File: config.mk
export PLATFORM = sky130hd
export DESIGN_NAME = sp3a_bw32to16
export DESIGN_NICKNAME = d
export VERILOG_FILES = /design/src/rtl/sp3a_bw32to16.sv
export SDC_FILE = /design/constraint.sdc
export NUM_CORES = 1
export LEC_CHECK = 0
export BUFFER_PORTS_ARGS = -buffer_cell sky130_fd_sc_hd__buf_2
export CAP_MARGIN = 10
export CORE_MARGIN = 4
export CORE_UTILIZATION = 57
export CTS_CLUSTER_SIZE = 10
export DETAILED_ROUTE_END_ITERATION = 8
export HOLD_SLACK_MARGIN = 0.05
export PLACE_DENSITY = 0.85
export RECOVER_POWER = 50
export REMOVE_ABC_BUFFERS = 1
export SETUP_SLACK_MARGIN = 0.5
export SYNTH_ARGS = -nofsm -noshare
export SYNTH_HDL_FRONTEND = slang
export SYNTH_SLANG_ARGS = --single-unit
File: constraint.sdc
create_clock -name ix_clk -period 5 [get_ports ix_clk]
set_input_delay 0.5 -clock ix_clk [delete_from_list [all_inputs] [get_ports ix_clk]]
set_output_delay 0.5 -clock ix_clk [all_outputs]
set_load 0.02 [all_outputs]
File: src/rtl/sp3a_bw32to16.sv
// 32-to-16 bit bus adapter: splits a master access into one or two ix halfword transactions.
// Optional watchdog timeout (adds TMO_W and m_tmo) is enabled with `define SP3A_BW32_TMO_EN.
module sp3a_bw32to16 #(
  parameter int HI_FIRST   = 0,
  parameter int SKIP_EMPTY = 1
`ifdef SP3A_BW32_TMO_EN
  , parameter int TMO_W    = 8
`endif
) (
  input  logic        ix_clk,
  input  logic        ix_rst_n,
  input  logic [31:0] m_addr,
  input  logic [31:0] m_wdata,
  input  logic [3:0]  m_be,
  input  logic        m_rd,
  input  logic        m_req,
  output logic        m_busy,
  output logic        m_ack,
  output logic [31:0] m_rdata,
  output logic        m_err,
`ifdef SP3A_BW32_TMO_EN
  output logic        m_tmo,
`endif
  output logic [31:0] ix_addr,
  output logic [15:0] ix_wdata,
  output logic [1:0]  ix_be,
  output logic        ix_rd,
  output logic        ix_req,
  input  logic [15:0] ix_rdata,
  input  logic        ix_busy,
  input  logic        ix_ack,
  input  logic        ix_err
);

  typedef enum logic [2:0] {IDLE, ISSUE1, WAIT1, ISSUE2, WAIT2, DONE} state_t;

  localparam logic FIRST_HI = (HI_FIRST != 0);
  localparam logic SKIP     = (SKIP_EMPTY != 0);

  state_t      state_q, state_d;
  logic [29:0] addr_q, addr_d;
  logic [31:0] wdata_q, wdata_d;
  logic [3:0]  be_q, be_d;
  logic        rd_q, rd_d;
  logic        m_busy_q, m_busy_d, m_ack_q, m_ack_d, m_err_q, m_err_d;
  logic [31:0] m_rdata_q, m_rdata_d;
  logic [31:0] ix_addr_q, ix_addr_d;
  logic [15:0] ix_wdata_q, ix_wdata_d;
  logic [1:0]  ix_be_q, ix_be_d;
  logic        ix_rd_q, ix_rd_d;

  logic [29:0] src_addr;
  logic [31:0] src_wdata;
  logic [3:0]  src_be;
  logic        src_rd;
  logic        first_skip, second_skip, both_skip, load_hi;
  logic        unused_addr_lsb;

  assign unused_addr_lsb = ^m_addr[1:0];

`ifdef SP3A_BW32_TMO_EN
  logic [TMO_W-1:0] tmo_cnt_q, tmo_cnt_d;
  logic             m_tmo_q, m_tmo_d, in_xfer;
`endif

  // In IDLE the halves are judged from the live request, afterwards from the latched copy
  always_comb begin
    src_addr    = (state_q == IDLE) ? m_addr[31:2] : addr_q;
    src_wdata   = (state_q == IDLE) ? m_wdata : wdata_q;
    src_be      = (state_q == IDLE) ? m_be : be_q;
    src_rd      = (state_q == IDLE) ? m_rd : rd_q;
    first_skip  = SKIP && ((FIRST_HI ? src_be[3:2] : src_be[1:0]) == 2'b00);
    second_skip = SKIP && ((FIRST_HI ? src_be[1:0] : src_be[3:2]) == 2'b00);
    both_skip   = first_skip && second_skip;
  end

  always_comb begin
    state_d    = state_q;
    addr_d     = addr_q;
    wdata_d    = wdata_q;
    be_d       = be_q;
    rd_d       = rd_q;
    m_rdata_d  = m_rdata_q;
    m_err_d    = ix_err;
    ix_addr_d  = ix_addr_q;
    ix_wdata_d = ix_wdata_q;
    ix_be_d    = ix_be_q;
    ix_rd_d    = ix_rd_q;
    ix_req     = 1'b0;
    load_hi    = 1'b0;

    case (state_q)
      IDLE: begin
        if (m_req) begin
          addr_d  = m_addr[31:2];
          wdata_d = m_wdata;
          be_d    = m_be;
          rd_d    = m_rd;
          state_d = (first_skip && !second_skip) ? ISSUE2 : ISSUE1;
        end
      end
      // An all-empty access spends one silent cycle here so its ack lands two cycles after m_req
      ISSUE1: begin
        if (both_skip) begin
          state_d = DONE;
        end else if (!ix_busy) begin
          ix_req = 1'b1;
          if (rd_q || !ix_ack) state_d = WAIT1;
          else                 state_d = second_skip ? DONE : ISSUE2;
        end
      end
      WAIT1: begin
        if (ix_ack) begin
          if (rd_q) begin
            if (FIRST_HI) m_rdata_d[31:16] = ix_rdata;
            else          m_rdata_d[15:0]  = ix_rdata;
          end
          state_d = second_skip ? DONE : ISSUE2;
        end
      end
      ISSUE2: begin
        if (!ix_busy) begin
          ix_req  = 1'b1;
          state_d = (rd_q || !ix_ack) ? WAIT2 : DONE;
        end
      end
      WAIT2: begin
        if (ix_ack) begin
          if (rd_q) begin
            if (FIRST_HI) m_rdata_d[15:0]  = ix_rdata;
            else          m_rdata_d[31:16] = ix_rdata;
          end
          state_d = DONE;
        end
      end
      DONE:    state_d = IDLE;
      default: state_d = IDLE;
    endcase

`ifdef SP3A_BW32_TMO_EN
    tmo_cnt_d = tmo_cnt_q;
    m_tmo_d   = m_tmo_q;
    in_xfer   = state_q inside {ISSUE1, WAIT1, ISSUE2, WAIT2};
    if (state_q == IDLE && m_req) m_tmo_d = 1'b0;
    // A stalled half is abandoned the moment the counter would reach all-ones
    if (in_xfer && state_d == state_q && tmo_cnt_q == {{(TMO_W-1){1'b1}}, 1'b0}) begin
      state_d = DONE;
      m_tmo_d = 1'b1;
      if (rd_q) begin
        if (state_q == ISSUE1 || state_q == WAIT1) begin
          if (FIRST_HI) m_rdata_d[31:16] = 16'hFFFF;
          else          m_rdata_d[15:0]  = 16'hFFFF;
          if (!second_skip) begin
            if (FIRST_HI) m_rdata_d[15:0]  = 16'hFFFF;
            else          m_rdata_d[31:16] = 16'hFFFF;
          end
        end else begin
          if (FIRST_HI) m_rdata_d[15:0]  = 16'hFFFF;
          else          m_rdata_d[31:16] = 16'hFFFF;
        end
      end
    end
    if (state_d != state_q) tmo_cnt_d = '0;
    else if (in_xfer)       tmo_cnt_d = tmo_cnt_q + {{(TMO_W-1){1'b0}}, 1'b1};
`endif

    if (state_d == ISSUE1 || state_d == ISSUE2) begin
      load_hi    = (state_d == ISSUE1) ? FIRST_HI : !FIRST_HI;
      ix_addr_d  = {src_addr, load_hi, 1'b0};
      ix_be_d    = load_hi ? src_be[3:2] : src_be[1:0];
      ix_wdata_d = load_hi ? src_wdata[31:16] : src_wdata[15:0];
      ix_rd_d    = src_rd;
    end
    m_busy_d = (state_d != IDLE);
    m_ack_d  = (state_d == DONE);
  end

  always_ff @(posedge ix_clk or negedge ix_rst_n) begin
    if (!ix_rst_n) begin
      state_q    <= IDLE;
      addr_q     <= '0;
      wdata_q    <= '0;
      be_q       <= '0;
      rd_q       <= 1'b0;
      m_busy_q   <= 1'b0;
      m_ack_q    <= 1'b0;
      m_err_q    <= 1'b0;
      m_rdata_q  <= '0;
      ix_addr_q  <= '0;
      ix_wdata_q <= '0;
      ix_be_q    <= '0;
      ix_rd_q    <= 1'b0;
`ifdef SP3A_BW32_TMO_EN
      tmo_cnt_q  <= '0;
      m_tmo_q    <= 1'b0;
`endif
    end else begin
      state_q    <= state_d;
      addr_q     <= addr_d;
      wdata_q    <= wdata_d;
      be_q       <= be_d;
      rd_q       <= rd_d;
      m_busy_q   <= m_busy_d;
      m_ack_q    <= m_ack_d;
      m_err_q    <= m_err_d;
      m_rdata_q  <= m_rdata_d;
      ix_addr_q  <= ix_addr_d;
      ix_wdata_q <= ix_wdata_d;
      ix_be_q    <= ix_be_d;
      ix_rd_q    <= ix_rd_d;
`ifdef SP3A_BW32_TMO_EN
      tmo_cnt_q  <= tmo_cnt_d;
      m_tmo_q    <= m_tmo_d;
`endif
    end
  end

  assign m_busy   = m_busy_q;
  assign m_ack    = m_ack_q;
  assign m_err    = m_err_q;
  assign m_rdata  = m_rdata_q;
  assign ix_addr  = ix_addr_q;
  assign ix_wdata = ix_wdata_q;
  assign ix_be    = ix_be_q;
  assign ix_rd    = ix_rd_q;
`ifdef SP3A_BW32_TMO_EN
  assign m_tmo    = m_tmo_q;
`endif

endmodule
==> results.md <==
Yosys:
- The portion of synthesized area spent on multiplexers is 0.243.
- Synthesis produced a netlist whose cell count is 544.
- The dominant combinational cell family by area after synthesis is multiplexers.
- The number of unique standard cell types used by synthesis is 33.
- Averaged over all synthesized cells, the footprint is about 13 um^2.
- The most common flop cell mapped by yosys is sky130_fd_sc_hd__dfrtp_1.
- The proportion of netlist area held by the largest area contributor is 0.560.
- The cell with the most instances after synthesis is sky130_fd_sc_hd__dfrtp_1.
- The number of flip-flops and latches in the synthesized netlist is between 150 and 200.
- The post-synthesis compound-gate area fraction is 0.126.
- After synthesis the cells add up to 0.00693 mm^2.
- The xor and xnor fraction of the mapped netlist area is 0.
- Of all flip-flops after synthesis, the portion carrying an async set or reset was 1.00.
- Summed over all instances, the cell type with the most area after synthesis is sky130_fd_sc_hd__dfrtp_1.
- The adder and majority gate portion of the synthesized area is 0.
- The fraction of the yosys area taken by sequential cells is 0.560.
- The synthesized design contains 0 enable-type register cells.
- By count the netlist is led by sky130_fd_sc_hd__dfrtp_1, sky130_fd_sc_hd__mux2_2, sky130_fd_sc_hd__o21ai_0.
- The synthesized-area fraction occupied by and/or/nand/nor cells is 0.0379.
- Ranked by total cell area, the synthesized netlist is headed by sky130_fd_sc_hd__dfrtp_1, sky130_fd_sc_hd__mux2_2, sky130_fd_sc_hd__mux2i_1.
- The Yosys step of the flow raised 0 warnings.

Clocking:
- In this run, post-CTS hold repair placed 0 buffers.
- The longest clock path from root to sink contains 2 buffers.
- TritonCTS built the clock tree.
- For the worst-skew pair, the clock arrives at the later sink with an insertion delay of 0.42 ns.
- After clock tree synthesis, the clock-pin slew on the worst setup and hold paths is about 0.060 ns.
- The total number of clock tree sinks is approximately 160.
- The count of instances resized after the clock tree is built is 0.
- The number of setup buffers added after CTS is 0.
- The depth of the CTS H-tree is 4.
- The total clock buffers created by CTS is 17.
- The cell sitting at the root of the clock tree is a sky130_fd_sc_hd__clkbuf_16.

Floorplan:
- For this configuration, the core starts out at a cell density of 0.594.
- The number of standard-cell rows in the floorplan is 39.
- The number of ports placed on the die boundary is 178.
- After floorplanning, the core was sized to cover 0.0117 mm^2.
- The die width is 118 um.
- The die is 118 um tall.
- The die covers 0.0140 mm^2.

Layout:
- After routing the design area is 0.00827 mm^2.
- The share of layout cells above drive strength 1 is 0.335.
- The net count of the finished layout is 788.
- From synthesis to final layout, the design area changed by 19.4%.
- The final instance count without filler cells is ~860.

Power and ir drop:
- Of the total power, the clock network draws 0.187.
- The analysis attributes to net switching a power of 2520 uW.
- Of the total power, the share spent switching nets is 0.409.
- In this run the static leakage power is between 0.003 and 0.004 uW.
- Of the total power, registers draw 0.365.
- The total internal power is 3650 uW.
- Power spread over the standard cell area amounts to approximately 750 mW/mm^2.
- The combinational share of power is 0.448.
- IR analysis of the VDD net gives a maximum drop of 0.380 mV.

STA:
- Derived from the worst setup path, the maximum achievable clock frequency is 0.352 GHz.
- The headroom to the max-slew limit is -0.839.
- Setup repair after global routing left no endpoint under its margin.
- For the pin with the worst max-slew slack, the measured transition is 2.76 ns.
- The clock tree skew after final layout is roughly 0.0072 ns.
- Subtracting the final worst setup slack from the clock period gives approximately 2.8 ns.
- Of the available clock period, the critical path in the final layout requires 0.568.
- The final-report hold violation count is 0.
- Across all hold checks on the routed design, the worst slack comes to 0.189 ns.
- The number of endpoints failing setup at the final stage is 0.
- The final max-slew violation count is 114.

Setup path:
- Along the worst path, the maximum fanout reaches 50.
- The critical path is of the reg2reg type.
- STA classifies the critical path startpoint as a flip-flop.
- For flop-to-flop paths, the worst setup slack is 2.16 ns.
- The number of cells on the worst reg-to-reg path is 5.
- At the worst endpoint, the arrival time is approximately 3.1 ns.
- The startpoint of the lowest-slack register-to-register path is state_q[2]$_DFF_PN0_.
- The capture point of the worst reg-to-reg path is ix_addr[16]$_DFFE_PN0P_.
- STA puts the critical path data required time at 5.24 ns.
- STA classifies the critical path endpoint as a flip-flop.

Global route:
- The pin count of the biggest net entering global routing is 114.
- The overall overflow remaining after global route is 0.
- The first global-routing pass estimated 27.7 mm of wire.
- The number of antenna violations at the first check in global routing is 3.
- The combined global-route utilization of all metal layers is 0.249.
- The via count of the first global-routing pass is 5,466.

Route:
- In this run the remaining antenna-violating nets after routing total 0.
- The number of optimization iterations in the first detailed-route pass is 4.
- The total number of vias is approximately 5,100.
- The final layout contains routed wiring with a total length of 17.1 mm.
- The detailed router finished its first iteration with between 300 and 400 violations.
- After detailed routing, the number of vias per cell comes to 5.94.
- In the routed design, unresolved DRC markers number 0.
- In the final routed layout, each cell accounts on average for approximately 20 um.

Hold path:
- The worst min-delay path startpoint is ix_err.
- The worst hold-check path type is in2reg.
- For hold timing, the worst endpoint is m_err$_DFF_PN0_.
- The cell depth of the worst min-delay path is 1.

Outcome:
- The final reports fail on max-capacitance violations, max-slew violations.
- The run finished, with violations left.

Placed design:
- After legalization and detailed placement, the total HPWL measured 11.0 mm.
- The placed standard-cell area is 0.00784 mm^2.
- The final RePlAce weighted congestion is 0.792.
- Buffers placed on the I/O ports in this run total 174.
- The number of placed instances with taps included is 821.

Flow run:
- The number of maximum-capacitance constraint violations is 1.
==> stage by stage <==
step                      power (uW)  setup TNS (ns)   util  setup WS (ns)
after global routing            6550               0  0.709           1.72
after CTS                       6270               0  0.718           2.18
after detailed placement        5090               0  0.673           2.21
after floorplan                 4150          -45.45      -         -0.473
after global placement          4920               0  0.673           2.27
final                           6170               0  0.709           2.16
==> state kept, by name, summed over array words and instances (netlist names), 2 cells and up <==
| name | flops |
|---|---|
| be_q | 4 |
| ix_wdata | 16 |
| m_rdata | 32 |
| addr_q | 30 |
| ix_be | 2 |
| state_q | 3 |
| ix_addr | 31 |
| wdata_q | 32 |
==> worst max-delay path by stage <==
stage | from | end | slack [ns] | cells after the start
after floorplan | state_q[2]$_DFF_PN0_ | ix_addr[1]$_DFFE_PN0P_ | -0.47 | 5
after global placement | state_q[2]$_DFF_PN0_ | ix_addr[1]$_DFFE_PN0P_ | 2.27 | 5
after CTS | state_q[2]$_DFF_PN0_ | ix_addr[16]$_DFFE_PN0P_ | 2.18 | 5
final | state_q[2]$_DFF_PN0_ | ix_addr[16]$_DFFE_PN0P_ | 2.16 | 5
after global routing | ix_rst_n | ix_addr[6]$_DFFE_PN0P_ | 1.72 | 2
after detailed placement | state_q[2]$_DFF_PN0_ | ix_addr[16]$_DFFE_PN0P_ | 2.21 | 5
==> critical path, cell delays in order (launching register included) <==
cell and delay [ns]:
sky130_fd_sc_hd__dfrtp_1 0.66, sky130_fd_sc_hd__or4bb_1 0.59, sky130_fd_sc_hd__o31ai_1 0.10, sky130_fd_sc_hd__a221o_2 0.19, sky130_fd_sc_hd__or2_2 0.81, sky130_fd_sc_hd__o21ai_0 0.29
==> power by group through the flow <==
stage	Clock, uW	Sequential [uW]	Combinational [uW]
5_1_grt	1230	2320	3010
2_1_floorplan	0	2570	1590
3_5_place_dp	0	2250	2850
3_3_place_gp	0	2180	2740
4_1_cts	1170	2240	2870
6_report	1160	2250	2760
==> cells by family after synthesis <==
logic type | count (synthesis)
buf+inv | 51
compound gates | 140
flops | 155
other cells | 1
simple gates | 42
mux | 155
==> metal layers <==
| metal | GRT usage | part of all wire |
|---|---|---|
| met1 | 0.288 | 0.38 |
| met2 | 0.428 | 0.53 |
| met3 | 0.0630 | 0.053 |
| met4 | 0.131 | 0.032 |
| met5 | 0 | 0 |
==> cell type report <==
type	instances	area, um^2
flip-flops and latches	155	3880
fillers	850	3390
multi-input cells	338	2840
repair buffers	182	825
clock buffers	20	457
well taps	143	179
clock inverters	12	75.1
inverters	3	11.3
diodes	3	7.51
==> placed cells by master, fill, tap and decap left out, types with 5 or more instances in the layout <==
cell type / count
sky130_fd_sc_hd__dfrtp_1: 155
sky130_fd_sc_hd__mux2_2: 101
sky130_fd_sc_hd__buf_2: 88
sky130_fd_sc_hd__clkbuf_1: 86
sky130_fd_sc_hd__o21ai_0: 80
sky130_fd_sc_hd__mux2i_1: 52
sky130_fd_sc_hd__o31ai_1: 20
sky130_fd_sc_hd__o21a_1: 18
sky130_fd_sc_hd__clkbuf_16: 17
sky130_fd_sc_hd__nor2b_1: 16
sky130_fd_sc_hd__a2111oi_0: 16
sky130_fd_sc_hd__buf_4: 8
sky130_fd_sc_hd__clkinvlp_4: 6
sky130_fd_sc_hd__clkinv_2: 6
sky130_fd_sc_hd__nand2b_1: 5
No activity file was read; power rests on OpenSTA's default activity.
